File: src/rtl/tone_period_meter.sv
// Period and high-time meter for a square-wave tone, measured in clk cycles.
// Publishes each rise-to-rise measurement with a one-cycle strobe and tracks lock/loss of signal.
module tone_period_meter #(
  parameter int CNT_W    = 16,
  parameter int LOCK_CNT = 3
) (
  input  logic             clk,
  input  logic             rst,
  input  logic             sig_in,
  input  logic             clr,
  output logic [CNT_W-1:0] period,
  output logic [CNT_W-1:0] high_time,
  output logic             valid,
  output logic             locked,
  output logic             no_signal
);

  localparam logic [CNT_W-1:0] CNT_MAX = '1;
  localparam logic [3:0]       LOCK_V  = 4'(LOCK_CNT);

  typedef enum logic {IDLE, MEASURE} state_t;

  state_t           state, state_next;
  logic             s1, s2, s3;
  logic             rise;
  logic             wipe;
  logic             start_meas, done_meas, overflow;
  logic [CNT_W-1:0] cnt, hcnt;
  logic [3:0]       mcnt, mcnt_next;

  assign wipe = rst | clr;
  assign rise = s2 & ~s3;

  always_ff @(posedge clk) begin
    if (wipe) begin
      s1 <= 1'b0;
      s2 <= 1'b0;
      s3 <= 1'b0;
    end else begin
      s1 <= sig_in;
      s2 <= s1;
      s3 <= s2;
    end
  end

  always_ff @(posedge clk) begin
    if (wipe) state <= IDLE;
    else      state <= state_next;
  end

  always_comb begin
    state_next = state;
    case (state)
      IDLE:    if (rise) state_next = MEASURE;
      MEASURE: if (!rise && cnt == CNT_MAX) state_next = IDLE;
      default: state_next = IDLE;
    endcase
  end

  always_comb begin
    start_meas = 1'b0;
    done_meas  = 1'b0;
    overflow   = 1'b0;
    case (state)
      IDLE:    start_meas = rise;
      MEASURE: begin
        done_meas = rise;
        overflow  = !rise && (cnt == CNT_MAX);
      end
      default: ;
    endcase
  end

  // A zero match count means no period has been published since IDLE, so the stale one is ignored.
  always_comb begin
    mcnt_next = 4'd1;
    if (mcnt != 4'd0 && cnt == period) begin
      if (mcnt >= LOCK_V) mcnt_next = LOCK_V;
      else                mcnt_next = mcnt + 4'd1;
    end
  end

  always_ff @(posedge clk) begin
    if (wipe) begin
      cnt       <= '0;
      hcnt      <= '0;
      period    <= '0;
      high_time <= '0;
      valid     <= 1'b0;
      locked    <= 1'b0;
      no_signal <= 1'b1;
      mcnt      <= 4'd0;
    end else begin
      valid <= done_meas;

      if (start_meas || done_meas) begin
        cnt  <= {{(CNT_W-1){1'b0}}, 1'b1};
        hcnt <= {{(CNT_W-1){1'b0}}, 1'b1};
      end else if (state == MEASURE && !overflow) begin
        cnt <= cnt + 1'b1;
        if (s2) hcnt <= hcnt + 1'b1;
      end else begin
        cnt  <= '0;
        hcnt <= '0;
      end

      if (done_meas) begin
        period    <= cnt;
        high_time <= hcnt;
        no_signal <= 1'b0;
        mcnt      <= mcnt_next;
        locked    <= (mcnt_next >= LOCK_V);
      end

      if (overflow) begin
        no_signal <= 1'b1;
        locked    <= 1'b0;
        mcnt      <= 4'd0;
      end
    end
  end

endmodule

File: config.mk
export PLATFORM = sky130hd
export DESIGN_NAME = tone_period_meter
export DESIGN_NICKNAME = d
export VERILOG_FILES = /design/src/rtl/tone_period_meter.sv
export SDC_FILE = /design/constraint.sdc
export NUM_CORES = 1
export LEC_CHECK = 0
export ABC_AREA = 1
export CAP_MARGIN = 10
export CORE_MARGIN = 4
export CORE_UTILIZATION = 52
export CTS_BUF_LIST = sky130_fd_sc_hd__clkbuf_2 sky130_fd_sc_hd__clkbuf_4 sky130_fd_sc_hd__clkbuf_8
export CTS_CLUSTER_SIZE = 40
export DETAILED_ROUTE_END_ITERATION = 10
export GPL_TIMING_DRIVEN = 0
export PLACE_DENSITY = 0.78
export SLEW_MARGIN = 20
export SYNTH_ARGS = -nofsm -noshare
export SYNTH_HDL_FRONTEND = slang
export SYNTH_SLANG_ARGS = --single-unit
File: constraint.sdc
create_clock -name clk -period 1.8 [get_ports clk]
set_input_delay 0.18 -clock clk [delete_from_list [all_inputs] [get_ports clk]]
set_output_delay 0.18 -clock clk [all_outputs]
set_load 0.03 [all_outputs]
## Word level (Yosys, flattened, before mapping)

Cells that the tools add are included.

| cells by class | value |
|---|---|
| bitwise logic cells | 5 |
| reduce and logical (&&, ||, !) cells | 9 |
| equal/unequal tests | 3 |
| $add $sub $neg | 3 |
| multiplexer cells | 13 |
| $lt $le $gt $ge | 2 |

Operator list:

| cell | count |
|---|---|
| $add A16 B1 Y16 const B | 2 |
| $eq A16 B16 Y1 | 1 |
| $eq A16 B16 Y1 const B | 1 |
| $mux W1 | 10 |
| $ge A4 B2 Y1 const B | 2 |
| $mux W4 | 2 |
| $add A4 B1 Y4 const B | 1 |
| $reduce_bool A4 Y1 | 1 |
| $logic_and A1 B1 Y1 | 3 |
| $ne A3 B3 Y1 const B | 1 |
| $not A1 Y1 | 3 |
| $reduce_or A3 Y1 | 1 |
| $logic_not A1 Y1 | 2 |
| $pmux W1 S2 | 1 |
| $reduce_or A2 Y1 | 1 |
| $and A1 B1 Y1 | 1 |
| $logic_or A1 B1 Y1 | 1 |
| $or A1 B1 Y1 | 1 |

| word-level totals | value |
|---|---|
| output and inout bits | 35 |
| logic and storage cells | 49 |
| input port bits | 4 |
| flip-flop bits (word level) | 75 |

## Depth between registers and ports, before layout

| depth | value |
|---|---|
| depth after elaboration | 9 |
| mapped depth | 11 |
| mapped depth without buffers | 10 |

## Worst setup path before layout

Ideal clock, no wire load.

| timing | value |
|---|---|
| path kind | register -> register |
| from | reg cnt[0] |
| to | reg cnt[10] |
| path slack | 114 ps |
| required time | 1684 ps |
| period minus slack after synthesis | 1686 ps |
| cell stages (with the launch flop) | 11 |
| buffers on the path | 2 |
| library setup time | 116 ps |
| arrival | 1570 ps |
| path through | dfxtp_1 -> ha_1 -> nand2_1 -> nor3_2 -> nand3_2 -> nor2_4 -> nand3_2 -> nand3_2 -> buf_6 -> buf_8 -> nor2_1 |

| on the way | value |
|---|---|
| cells in the longest elaborated chain, start to end | 7 |
| elaborated cells on any way between the ends | 8 |
| those cells by class | add/sub: 1; eq/ne: 1; mux: 1; bitwise: 1; reduce/logical: 4 |

Ends and longest elaborated chain:

| what | line | text |
|---|---|---|
| from (decl) | 28 | `logic [CNT_W-1:0] cnt, hcnt;` |
| from (signal assigned) | 97 | `cnt <= {{(CNT_W-1){1'b0}}, 1'b1};` |
| from (signal assigned) | 100 | `cnt <= cnt + 1'b1;` |
| $eq A16 B16 Y1 | 68 | `overflow = !rise && (cnt == CNT_MAX);` |
| $logic_and A1 B1 Y1 | 68 |  |
| $mux W1 | 64 | `case (state)` |
| $logic_not A1 Y1 | 99 | `end else if (state == MEASURE && !overflow) begin` |
| $logic_and A1 B1 Y1 | 99 |  |
| $not A1 Y1 (no line) | -- |  |
| $reduce_or A3 Y1 (no line) | -- |  |

Parallel ways exist; a longest one is shown, timed or not.
A chain may end at the register's enable or synchronous reset.

## Worst setup path in the final report

| timing | value |
|---|---|
| from | reg cnt[0] |
| to | reg cnt[6] |

The elaborated chain is that of the path after synthesis.

==> Flow_metrics.wiki <==
{| class="wikitable"
! Metric !! Value
|-
| Detailed Route Iter0 Violations || 256
|-
| Final net count || around 480
|-
| Data required time of the critical path || 2.04 ns
|-
| Root buffer cell || clkbuf_8
|-
| Worst-case reg-to-reg path depth || 10
|-
| Leading cell types by total area after synthesis || dfxtp_1, nor2_1, nand2_1
|-
| Number of synthesis warnings || 0
|-
| Endpoint with the worst hold slack || s1$_SDFF_PP0_
|-
| Layout Utilization || 69.24%
|-
| Final count of pins violating max slew || 0
|-
| Final number of setup-violating endpoints || 0
|-
| WP data arrival || between 1.5 and 2 ns
|-
| Worst-path cell with the longest stage delay || dfxtp_4
|-
| Cell-by-cell trace of the critical path || ha_4 > nand2_4 > nor3_4 > nand3_4 > nor2_4 > nand3_2 > nand3_2 > buf_8 > clkbuf_16 > nor2_2
|-
| Aggregate routed wire length || 7951 um
|-
| Least setup slack across all paths after layout || 0.05225 ns
|-
| Die area || approximately 7300 um2
|-
| Switching power summed over all nets || 619.2 uW
|-
| Final cell count without fillers || 547
|-
| Proportion of synthesized chip area in sequential cells || 47.81%
|-
| Cell mode on critical path || nand3_2
|-
| Worst slew slack as a fraction of its limit || 64.43%
|-
| Nets in the synthesized netlist || a little over 400
|-
| Last weighted congestion value of the routability-driven placer || 0.9174
|-
| Count of nets left with antenna violations after detail routing || 0
|-
| Layout cells sized above 1 || about 16%
|-
| Period utilisation layout || 97.10%
|-
| Sequential cell fraction of total power || 55.8%
|-
| Worst Skew || between 0.007 and 0.008 ns
|-
| Worst vdd ir || 0.4801 mV
|-
| Crit path time final || 1.748 ns
|-
| Critical path class || reg -> reg
|-
| Die Span X || 85.72 um
|-
| CTS tree || built
|-
| Leakage power || 0.001609 uW
|-
| Switching part of the total || 20.85%
|-
| Number of input and output port buffers inserted || 38
|-
| Overall global routing resource usage || 21.63%
|-
| Combinational share of power || 1.3%
|-
| Boundary pin count || 39
|-
| Most frequently used cell type in the post-synthesis netlist || nor2_1
|-
| Avg Vias per Cell || around 5.3
|-
| Layout Area Growth over Synthesis || 29.76%
|-
| Post-detailed-placement half-perimeter wirelength || about 5100 um
|-
| # placed instances || between 500 and 600
|-
| CTS hold repair buffers || 0
|-
| Post-synthesis cell type count || 29
|-
| Power density relative to cell area || approximately 730 nW/um2
|-
| DRC Markers || 0
|-
| Critical R2R Launch || cnt[0]$_SDFF_PP0_
|-
| Register clock-pin slew on the reported worst setup and hold paths || roughly 0.070 ns
|-
| Number of H-tree branching levels || 3
|-
| Worst Hold Depth || 3
|-
| Start point of the worst hold path || sig_in
|-
| Flop and latch count out of synthesis || 75
|-
| Global-route wire length before repair || 12,450 um
|-
| Biggest area consumer among synthesized cells || dfxtp_1
|-
| Final Hold Fails || 0
|-
| Setup tns final || 0 ns
|-
| Nature of the critical path endpoint || flop
|-
| Kind of launch point of the worst setup path || flop
|-
| Highest achievable clock rate || 0.5722 GHz
|-
| Core outline area || ~5900 um2
|-
| Post-Place Worst Slack || -0.2268 ns
|-
| Largest net degree at the start of global routing || 12
|-
| Unrepaired setup endpoints after global routing || true
|-
| Inserted Diodes || 0
|-
| Clock buffer count from CTS || 9
|-
| Later-pin clock latency in the skew report || roughly 0.35 ns
|-
| Primary FF master, synth || dfxtp_1
|-
| GR Overflow Total || 0
|-
| Summed instance area of the synthesized netlist || 3141 um2
|-
| Detailed Routing Iterations Pass 1 || 4
|-
| Number of antenna violations at the first check in global routing || 0
|-
| Async SR Flop Fraction || 0%
|-
| Standard-cell rows || 28
|-
| Measured slew at the worst slew-check pin || 0.5336 ns
|-
| Synthesized area divided by synthesized cell count || around 7.8 um2
|-
| Via count of the first global-routing pass || 2,639
|-
| Worst path max stage delay || 0.37 ns
|-
| Share of Yosys cell area claimed by the top area cell type || between 40% and 50%
|-
| Clock share of power || 42.9%
|-
| R2R Path End || cnt[6]$_SDFF_PP0_
|-
| Tightest Hold Check Type || in -> reg
|-
| Die height || roughly 86 um
|-
| # Max-Cap Violations || 0
|-
| Maximum fanout along the worst path || 8
|-
| Largest delay share family, worst path || simple AND/OR/NAND/NOR gates
|-
| Buffer levels on the longest clock path || 2
|-
| Design internal power || around 2400 uW
|-
| Post-Syn Instances || 404
|-
| Average wire per standard cell || between 10 and 15 um
|-
| Power after layout || roughly 3000 uW
|-
| Sinks on Clock Net || 75
|-
| Run status || completed
|-
| Number of buffer and inverter instances along the worst setup path || 2
|-
| Post-synth EDFFs || 0
|-
| Effective utilization at floorplan || 53.36%
|-
| Most frequent cells after synthesis || nor2_1, dfxtp_1, nand2_1
|-
| Worst reg2reg setup slack || 0.05 ns
|-
| Via Count || approximately 2,900
|}
[cells in the final DEF, fill, tap and decap left out, types with 2 or more instances in the layout]
master,netlist,final
a21oi_1,26,26
a31oi_1,3,3
buf_2,8,4
buf_4,0,13
buf_8,1,2
clkbuf_1,5,4
clkbuf_2,2,2
clkbuf_4,0,6
clkbuf_8,0,13
clkdlybuf4s50_1,0,38
dfxtp_1,75,69
dfxtp_2,0,3
dfxtp_4,0,3
ha_1,4,2
inv_1,36,35
nand2_1,54,52
nand2_2,1,2
nand3_1,16,15
nand3_2,3,3
nand4_1,7,7
nor2_1,78,72
nor2_2,5,7
nor2_4,2,6
nor3_1,6,5
nor3b_1,3,3
o21ai_0,35,35
o22ai_1,2,2
xnor2_1,13,13
xor2_1,13,13
[how the worst max path moves through the flow]
stage	slack [ns]	start	cells past startpoint	to
final	0.05	cnt[0]$_SDFF_PP0_	10	cnt[6]$_SDFF_PP0_
after global routing	-0.03	cnt[3]$_SDFF_PP0_	9	hcnt[4]$_SDFFE_PP0P_
after CTS	0.01	cnt[0]$_SDFF_PP0_	10	cnt[5]$_SDFF_PP0_
after detailed placement	-0.23	clr	8	cnt[4]$_SDFF_PP0_
after global placement	-0.16	clr	8	cnt[8]$_SDFF_PP0_
after floorplan	0.11	cnt[0]$_SDFF_PP0_	10	cnt[10]$_SDFF_PP0_
[cell families after synthesis]
| kind of cell | Yosys count | share of synthesized area (%) |
|---|---|---|
| simple gates | 179 | 25.18 |
| flops | 75 | 47.81 |
| compound gates | 66 | 10.72 |
| buf+inv | 54 | 7.450 |
| xor+xnor | 26 | 7.251 |
| fa+ha+maj | 4 | 1.594 |
[area by class of cell]
cell class                      instances  area (um2)
Multi-Input combinational cell        275        1495
Buffer                                 17       112.6
Tap cell                               75       93.84
Timing Repair Buffer                   52       515.5
Sequential cell                        75        1516
Clock inverter                          1       5.005
Fill cell                             469        1810
Clock buffer                           15       193.9
Inverter                               37       142.6
[per-layer routing]
layer	routed length, um	part of all wire (%)	vias up	track usage, %
met4	218	2.7	0	9.928
met1	3569	45	1346	27.05
met2	3829	48	91	36.51
met5	0	0	-	0
li1	-	-	1416	-
met3	334	4.2	20	3.554
[state kept, by name, indices dropped and copies added (netlist names)]
register   count
s3             1
cnt           16
period        16
locked         1
s1             1
state          1
no_signal      1
s2             1
mcnt           4
hcnt          16
high_time     16
valid          1
[through the flow]
| stage | hold WS, ns | cell area [um2] |
|---|---|---|
| 5_1_grt | 0.3764 | 4075 |
| 3_3_place_gp | 0.3970 | 3615 |
| 3_5_place_dp | 0.4108 | 3615 |
| 4_1_cts | 0.3600 | 3905 |
| 2_1_floorplan | 0.2922 | 3141 |
| 6_report | 0.3589 | 4075 |
[tightest hold or removal path, cell delays in order]
cell and delay, ns:
clkdlybuf4s50_1 0.39, inv_1 0.05, nor2_1 0.04
[power groups by stage]
stage / sequential, uW / combinational (uW) / clock [uW]
2_1_floorplan: 1700 / 17.9 / 0
6_report: 1660 / 39.3 / 1270
4_1_cts: 1660 / 36.3 / 1280
5_1_grt: 1660 / 42.5 / 1360
3_3_place_gp: 1700 / 35.1 / 0
3_5_place_dp: 1700 / 35.5 / 0
[timing repair]
action | in CTS | in global routing
pin swaps | 3 | 5
endpoints found under the setup margin | 46 | 67
gates cloned | 0 | 1
resized for setup | 10 | 29
setup buffers | 6 | 7
Power figures use the tool's default switching activity.
